==> config.mk <==
export PLATFORM = sky130hd
export DESIGN_NAME = duck_spawn_ctrl_flat
export DESIGN_NICKNAME = d
export VERILOG_FILES = /design/src/rtl/duck_spawn_ctrl_if.sv /design/src/rtl/duck_spawn_ctrl.sv /design/src/flat_wrapper.sv
export SDC_FILE = /design/constraint.sdc
export NUM_CORES = 1
export LEC_CHECK = 0
export CAP_MARGIN = 20
export CORE_ASPECT_RATIO = 1.75
export CORE_UTILIZATION = 25
export CTS_BUF_LIST = sky130_fd_sc_hd__clkbuf_2 sky130_fd_sc_hd__clkbuf_4 sky130_fd_sc_hd__clkbuf_8
export DETAILED_ROUTE_END_ITERATION = 10
export DONT_BUFFER_PORTS = 1
export GPL_ROUTABILITY_DRIVEN = 0
export SETUP_SLACK_MARGIN = 0.3
export SYNTH_ARGS = -nofsm -noshare
export SYNTH_HDL_FRONTEND = slang
export SYNTH_SLANG_ARGS = --single-unit
==> constraint.sdc <==
create_clock -name clk -period 2.3 [get_ports clk]
set_clock_uncertainty 0.2 [all_clocks]
set_input_delay 0.23 -clock clk [delete_from_list [all_inputs] [get_ports clk]]
set_output_delay 0.23 -clock clk [all_outputs]
set_load 0.1 [all_outputs]
==> src/rtl/duck_spawn_ctrl_if.sv <==
// ============================================================================
// duck_spawn_ctrl_if
// Random-stream and spawn-descriptor signals between the spawn controller,
// the LFSR generator and the game FSM.
// Rev 1.0
// ============================================================================
`default_nettype none

interface duck_spawn_ctrl_if #(
    parameter int unsigned RAND_WIDTH = 16
);
    logic [RAND_WIDTH-1:0] random;
    logic                  rand_en;
    logic                  spawn_req;
    logic                  spawn_valid;
    logic                  spawn_ready;
    logic [10:0]           spawn_x;
    logic [9:0]            spawn_y;
    logic                  spawn_dir;
    logic                  busy;

    // master: the spawn controller
    modport master (
        input  random, spawn_req, spawn_ready,
        output rand_en, spawn_valid, spawn_x, spawn_y, spawn_dir, busy
    );

    // slave: generator + game FSM side
    modport slave (
        output random, spawn_req, spawn_ready,
        input  rand_en, spawn_valid, spawn_x, spawn_y, spawn_dir, busy
    );
endinterface

`default_nettype wire

==> src/rtl/duck_spawn_ctrl.sv <==
// ============================================================================
// duck_spawn_ctrl
// Draws random words to build a delayed duck spawn descriptor (x, y, dir)
// and offers it over a valid/ready handshake.
// Rev 1.0
// ============================================================================
`default_nettype none

module duck_spawn_ctrl #(
    parameter int unsigned RAND_WIDTH  = 16,
    parameter int unsigned X_MIN       = 16,
    parameter int unsigned X_SPAN      = 736,
    parameter int unsigned Y_MIN       = 64,
    parameter int unsigned Y_SPAN      = 256,
    parameter int unsigned DELAY_MIN   = 25_000_000,
    parameter int unsigned DELAY_SHIFT = 16,
    parameter int unsigned MAX_TRIES   = 8
) (
    input  wire logic         clk,
    input  wire logic         rst,
    duck_spawn_ctrl_if.master sp
);

    localparam int unsigned           c_TRY_W      = $clog2(MAX_TRIES + 1);
    localparam logic [10:0]           c_X_MIN      = 11'(X_MIN);
    localparam logic [11:0]           c_X_SPAN     = 12'(X_SPAN);
    localparam logic [10:0]           c_X_FALLBACK = 11'(X_MIN + X_SPAN / 2);
    localparam logic [9:0]            c_Y_MIN      = 10'(Y_MIN);
    localparam logic [9:0]            c_Y_MASK     = 10'(Y_SPAN - 1);
    localparam logic [31:0]           c_DELAY_MIN  = 32'(DELAY_MIN);
    localparam logic [c_TRY_W-1:0]    c_MAX_TRIES  = c_TRY_W'(MAX_TRIES);

    typedef enum logic [3:0] {
        S_IDLE   = 4'd0,
        S_D_DRAW = 4'd1,
        S_D_USE  = 4'd2,
        S_WAIT   = 4'd3,
        S_X_DRAW = 4'd4,
        S_X_USE  = 4'd5,
        S_Y_DRAW = 4'd6,
        S_Y_USE  = 4'd7,
        S_VALID  = 4'd8
    } state_t;

    state_t               r_state;
    state_t               w_state_nxt;
    logic [31:0]          r_delay;
    logic [c_TRY_W-1:0]   r_tries;
    logic [10:0]          r_x;
    logic [9:0]           r_y;
    logic                 r_dir;

    logic [RAND_WIDTH-1:0] w_r;
    logic [31:0]           w_delay_load;
    logic                  w_x_ok;
    logic [10:0]           w_x_sum;
    logic [9:0]            w_y_sum;
    logic [c_TRY_W-1:0]    w_tries_inc;
    logic                  w_more_tries;
    logic                  w_rand_en;
    logic                  w_valid;
    logic                  w_busy;
    logic                  w_unused_bits;

    assign w_r           = sp.random;
    assign w_unused_bits = ^w_r;

    // Output sums wrap at output width, identical to a full-width sum truncated
    assign w_delay_load = c_DELAY_MIN + (32'(w_r[7:0]) << DELAY_SHIFT);
    assign w_x_ok       = ({1'b0, w_r[10:0]} < c_X_SPAN);
    assign w_x_sum      = c_X_MIN + w_r[10:0];
    assign w_y_sum      = c_Y_MIN + (w_r[9:0] & c_Y_MASK);
    assign w_tries_inc  = r_tries + c_TRY_W'(1);
    assign w_more_tries = (w_tries_inc < c_MAX_TRIES);

    always_ff @(posedge clk or posedge rst) begin
        if (rst) begin
            r_state <= S_IDLE;
        end else begin
            r_state <= w_state_nxt;
        end
    end

    always_comb begin
        w_state_nxt = r_state;
        w_rand_en   = 1'b0;
        w_valid     = 1'b0;
        w_busy      = 1'b1;
        case (r_state)
            S_IDLE: begin
                w_busy = 1'b0;
                if (sp.spawn_req) w_state_nxt = S_D_DRAW;
            end
            S_D_DRAW: begin
                w_rand_en   = 1'b1;
                w_state_nxt = S_D_USE;
            end
            S_D_USE:  w_state_nxt = S_WAIT;
            S_WAIT: begin
                if (r_delay == 32'd0) w_state_nxt = S_X_DRAW;
            end
            S_X_DRAW: begin
                w_rand_en   = 1'b1;
                w_state_nxt = S_X_USE;
            end
            S_X_USE: begin
                if (w_x_ok || !w_more_tries) w_state_nxt = S_Y_DRAW;
                else                         w_state_nxt = S_X_DRAW;
            end
            S_Y_DRAW: begin
                w_rand_en   = 1'b1;
                w_state_nxt = S_Y_USE;
            end
            S_Y_USE:  w_state_nxt = S_VALID;
            S_VALID: begin
                w_valid = 1'b1;
                if (sp.spawn_ready) w_state_nxt = S_IDLE;
            end
            default: begin
                w_busy      = 1'b0;
                w_state_nxt = S_IDLE;
            end
        endcase
    end

    always_ff @(posedge clk or posedge rst) begin
        if (rst) begin
            r_delay <= 32'd0;
            r_tries <= '0;
            r_x     <= c_X_MIN;
            r_y     <= c_Y_MIN;
            r_dir   <= 1'b0;
        end else begin
            case (r_state)
                S_D_USE: r_delay <= w_delay_load;
                S_WAIT: begin
                    // Try counter is cleared on the way out to the first x draw
                    if (r_delay != 32'd0) r_delay <= r_delay - 32'd1;
                    else                  r_tries <= '0;
                end
                S_X_USE: begin
                    if (w_x_ok) begin
                        r_x <= w_x_sum;
                    end else begin
                        r_tries <= w_tries_inc;
                        if (!w_more_tries) r_x <= c_X_FALLBACK;
                    end
                end
                S_Y_USE: begin
                    r_y   <= w_y_sum;
                    r_dir <= w_r[15];
                end
                default: ;
            endcase
        end
    end

    assign sp.rand_en     = w_rand_en;
    assign sp.spawn_valid = w_valid;
    assign sp.busy        = w_busy;
    assign sp.spawn_x     = r_x;
    assign sp.spawn_y     = r_y;
    assign sp.spawn_dir   = r_dir;

endmodule

`default_nettype wire
==> src/flat_wrapper.sv <==
// flat-port wrapper written by rule: the top's interface ports become plain ports
module duck_spawn_ctrl_flat 
#(
    parameter int unsigned RAND_WIDTH  = 16,
    parameter int unsigned X_MIN       = 16,
    parameter int unsigned X_SPAN      = 736,
    parameter int unsigned Y_MIN       = 64,
    parameter int unsigned Y_SPAN      = 256,
    parameter int unsigned DELAY_MIN   = 25_000_000,
    parameter int unsigned DELAY_SHIFT = 16,
    parameter int unsigned MAX_TRIES   = 8
)
  (clk, rst, sp_random, sp_spawn_req, sp_spawn_ready, sp_rand_en, sp_spawn_valid, sp_spawn_x, sp_spawn_y, sp_spawn_dir, sp_busy);
  duck_spawn_ctrl_if #(.RAND_WIDTH(RAND_WIDTH)) sp_i ();
  input  wire logic clk;
  input  wire logic rst;
  input wire logic [$bits(sp_i.random)-1:0] sp_random;
  input wire logic [$bits(sp_i.spawn_req)-1:0] sp_spawn_req;
  input wire logic [$bits(sp_i.spawn_ready)-1:0] sp_spawn_ready;
  output wire logic [$bits(sp_i.rand_en)-1:0] sp_rand_en;
  output wire logic [$bits(sp_i.spawn_valid)-1:0] sp_spawn_valid;
  output wire logic [$bits(sp_i.spawn_x)-1:0] sp_spawn_x;
  output wire logic [$bits(sp_i.spawn_y)-1:0] sp_spawn_y;
  output wire logic [$bits(sp_i.spawn_dir)-1:0] sp_spawn_dir;
  output wire logic [$bits(sp_i.busy)-1:0] sp_busy;
  assign sp_i.random = sp_random;
  assign sp_i.spawn_req = sp_spawn_req;
  assign sp_i.spawn_ready = sp_spawn_ready;
  assign sp_rand_en = sp_i.rand_en;
  assign sp_spawn_valid = sp_i.spawn_valid;
  assign sp_spawn_x = sp_i.spawn_x;
  assign sp_spawn_y = sp_i.spawn_y;
  assign sp_spawn_dir = sp_i.spawn_dir;
  assign sp_busy = sp_i.busy;
  duck_spawn_ctrl #(.RAND_WIDTH(RAND_WIDTH), .X_MIN(X_MIN), .X_SPAN(X_SPAN), .Y_MIN(Y_MIN), .Y_SPAN(Y_SPAN), .DELAY_MIN(DELAY_MIN), .DELAY_SHIFT(DELAY_SHIFT), .MAX_TRIES(MAX_TRIES)) u_core (.clk(clk), .rst(rst), .sp(sp_i));
endmodule
==> summary.txt <==
Critical path
  • Startpoint kind of the worst setup timing path: flip-flop
  • Critical path type: flip-flop to flip-flop
  • Required time at the worst-slack endpoint: 2.34 ns
  • Critical path capture point type: flip-flop
  • Critical Path AT: 2.38 ns
  • Maximum fanout encountered on the critical timing path: 6

Route
  • Average wire length per cell after detail routing: 17.6 um
  • Number of DRC violations after detailed routing: 0
  • DRT Pass-1 Iters: 4
  • Final wirelength: 11.7 mm
  • DRC violation total after the first TritonRoute iteration: 217
  • Count of antenna-violating nets left after detailed routing: 0
  • Number of vias in the routed layout: 3523
  • Avg Vias per Cell: 5.30

Timing
  • Unrepaired setup endpoints after global routing: yes
  • Final critical-path share of the clock period: 102%
  • Peak Freq: 427 MHz
  • Final period demand of the worst path: 2.34 ns
  • Setup violators final: 10
  • Worst-case setup margin in the final layout: -0.0436 ns
  • Max transition margin: 58.3%
  • Transition time of the tightest slew-check pin: 0.625 ns
  • Number of endpoints with negative hold slack in the final report: 0
  • Setup Total Neg Slack: -0.189 ns
  • Number of max-slew violations in the final report: 0

Worst hold path
  • Hold Crit Class: primary input to flip-flop

Floorplan
  • Number of cell rows: 57
  • Ports: 45
  • Initial core utilization: 25.6%
  • Die Footprint: 14700 um2
  • Core ar.: 13900 um2
  • Die span in x: 92.2 um
  • Height of the die: 160 um

Yosys
  • Fraction of synthesis flops using an asynchronous set or reset pin: 100%
  • Flops & latches, synth: 61
  • Synth area leader: dfrtp_1
  • Area fraction of the dominant cell type after synthesis: 41.5%
  • Leading register cell type out of synthesis: dfrtp_1
  • Top cells by area in the synthesized netlist: dfrtp_1 (42%), o31ai_1 (4.2%), or4_1 (3.6%), a21oi_1 (3.2%), nand2_1 (3.0%)
  • Number of enable-type register cells in the synthesized netlist: 0
  • Share of the yosys chip area belonging to registers: 43.0%
  • Cell area after technology mapping: 3560 um2
  • Syn nets: 391
  • Number of library cell types mapped by synthesis: 66
  • Mean post-synth cell area: 9.77 um2
  • Synth Instances: 364
  • Yosys warning count: 0

Global route
  • Global-route wire length before repair: 18.4 mm
  • Sum of overflow across all layers after global routing: 0
  • Antenna violations before repair: 0
  • Via count of the first global-routing pass: 3625
  • Largest net degree at the start of global routing: 62
  • Tot GR Track Use: 16.1%

Placement
  • Port buffer count: 0
  • Placed cell count: 605
  • DP Wirelength: 7.57 mm

Layout
  • Final antenna diode count: 0
  • Count of fill cells added during filler insertion: 1331
  • Total number of nets in the final design: 511
  • Synthesis-to-finish area growth: 54.6%
  • Fin cells: 665
  • Layout cell share with drive strength beyond 1: 47.5%

Clock network
  • H-tree Lvls: 3
  • TritonCTS clock tree: built
  • CTS Sinks: 61
  • Root Buffer: clkbuf_8
  • Register clock-pin slew on the reported worst setup and hold paths: 0.07 ns
  • Later-pin clock latency in the skew report: 0.35 ns
  • Max Buffers Root-to-Sink: 2
  • Number of CTS-inserted buffers: 9

Power
  • Pwr dens: 1390 nW/um2
  • Cell leakage power: 2.26 nW
  • Largest voltage drop on the vdd net: 0.908 mV

Run status
  • Violations in the final reports: negative setup slack
  • Run status: finished, violations left

Run
  • Count of maximum capacitance violations: 0
## power by group
part	internal (mW)	total (mW)	switching [mW]
sequential	1.49	1.93	0.441
combinational	1.72	4.76	3.04
clock	0.546	0.968	0.423
total	3.75	7.65	3.91
## flip-flops by register name (all words and copies together) (netlist names)
| signal | cells |
|---|---|
| u_core.r_state | 4 |
| u_core.sp.spawn_dir | 1 |
| u_core.r_delay | 32 |
| u_core.sp.spawn_x | 11 |
| u_core.r_tries | 4 |
| u_core.sp.spawn_y | 9 |
## worst paths after layout
| path | depth (start not counted) | endpoint | slack, ns | start |
|---|---|---|---|---|
| min in group asynchronous | 3 | u_core.sp.spawn_y[2] | 0.19 | rst |
| hold / removal | 3 | u_core.r_delay[16] | 0.007 | sp_random[0] |
| hold reg to reg | 1 | u_core.r_tries[2] | 0.30 | u_core.r_tries[2] |
| setup / recovery | 5 | u_core.r_delay[6] | -0.04 | u_core.r_delay[6] |
| max in group asynchronous | 3 | u_core.sp.spawn_y[6] | 1.37 | rst |
| setup reg to reg | 5 | u_core.r_delay[6] | -0.04 | u_core.r_delay[6] |
## layout by cell type (no fill, tap or decap), types with 7 or more instances in the layout
cell type	n
or4_4	14
a21oi_2	9
o31ai_1	14
nor2_1	12
nand3_1	9
buf_4	83
nand2_1	22
or3_1	8
dfrtp_1	57
o21ai_0	9
xnor2_1	10
a22o_1	7
a21oi_1	14
nor3_1	11
buf_6	22
dlygate4sd3_1	14
clkbuf_8	14
## through the flow
step | power, mW | area, um2 | hold WS, ns | setup WS [ns] | utilization (%)
finish | 7.65 | 5500 | 0.00718 | -0.0436 | 39.5
floorplan | 4.64 | 3640 | 0.107 | 0.0261 | -
global route | 8.00 | 5500 | 0.0363 | -0.115 | 39.5
global placement | 5.75 | 4400 | 0.00509 | -0.0404 | 31.6
detailed placement | 5.83 | 4400 | 0.00890 | -0.0527 | 31.6
CTS | 7.21 | 5070 | 0.00194 | -0.0167 | 36.5
## layout make-up
type | instances | area, um2 | share of cell area [%]
multi-input combinational | 275 | 2360 | 42.9
sequential | 61 | 1530 | 27.9
timing repair buffer | 126 | 1150 | 20.9
tap | 177 | 221 | 4.03
clock buffer | 15 | 200 | 3.64
inverter | 11 | 41.3 | 0.751
## routing by layer
layer	vias to the layer above	track usage, %	routed length [um]
met5	-	0	0
met4	0	11.0	638
met3	52	2.38	333
met2	97	30.2	6590
met1	1731	15.9	4120
li1	1643	-	-
## critical path, cell delays in order, from the launching register on
cell      delay, ns
dfrtp_1        0.41
or4_4          0.54
and4bb_2       0.37
and3_4         0.29
nor3_1         0.08
or3b_1         0.34
## synthesized netlist by cell type, types with 3 or more instances
cell type	number
xnor2_1	11
nand4_1	3
nand2_1	28
a21oi_1	23
a31oi_1	4
mux2_2	6
a32o_1	3
o21ai_0	18
o22ai_1	3
nor2_1	18
clkbuf_1	11
inv_1	11
o311ai_0	3
or3_1	11
nand4b_1	3
a22o_1	7
xor2_1	3
ha_1	7
and4_1	3
o31ai_1	20
dfrtp_1	59
buf_2	3
a21o_1	3
nor4_2	3
or4_1	17
nor3_1	18
nand3_1	12
## kinds of logic (layout without fill, tap and decap cells)
family | after synthesis | count (layout) | share of synthesized area [%]
AOI/OAI and AO/OA | 104 | 105 | 20.1
xor gates and xnor gates | 14 | 14 | 3.45
and+or+nand+nor | 140 | 140 | 24.6
adders and majority gates | 7 | 7 | 2.46
other | 1 | 1 | 0.105
DFF | 61 | 61 | 43.0
buffers and inverters | 29 | 152 | 3.80
muxes | 8 | 8 | 2.46
## what timing repair did
| item | 4_1_cts | 5_1_grt |
|---|---|---|
| setup endpoints to repair | 53 | 45 |
| hold endpoints to repair | 85 | 0 |
| buffers inserted | 12 | 14 |
| pin swaps | 27 | 27 |
| gates resized for setup | 64 | 67 |
| hold buffers | 14 | 0 |
| cloned | 3 | 2 |
Power figures use the tool's default switching activity.
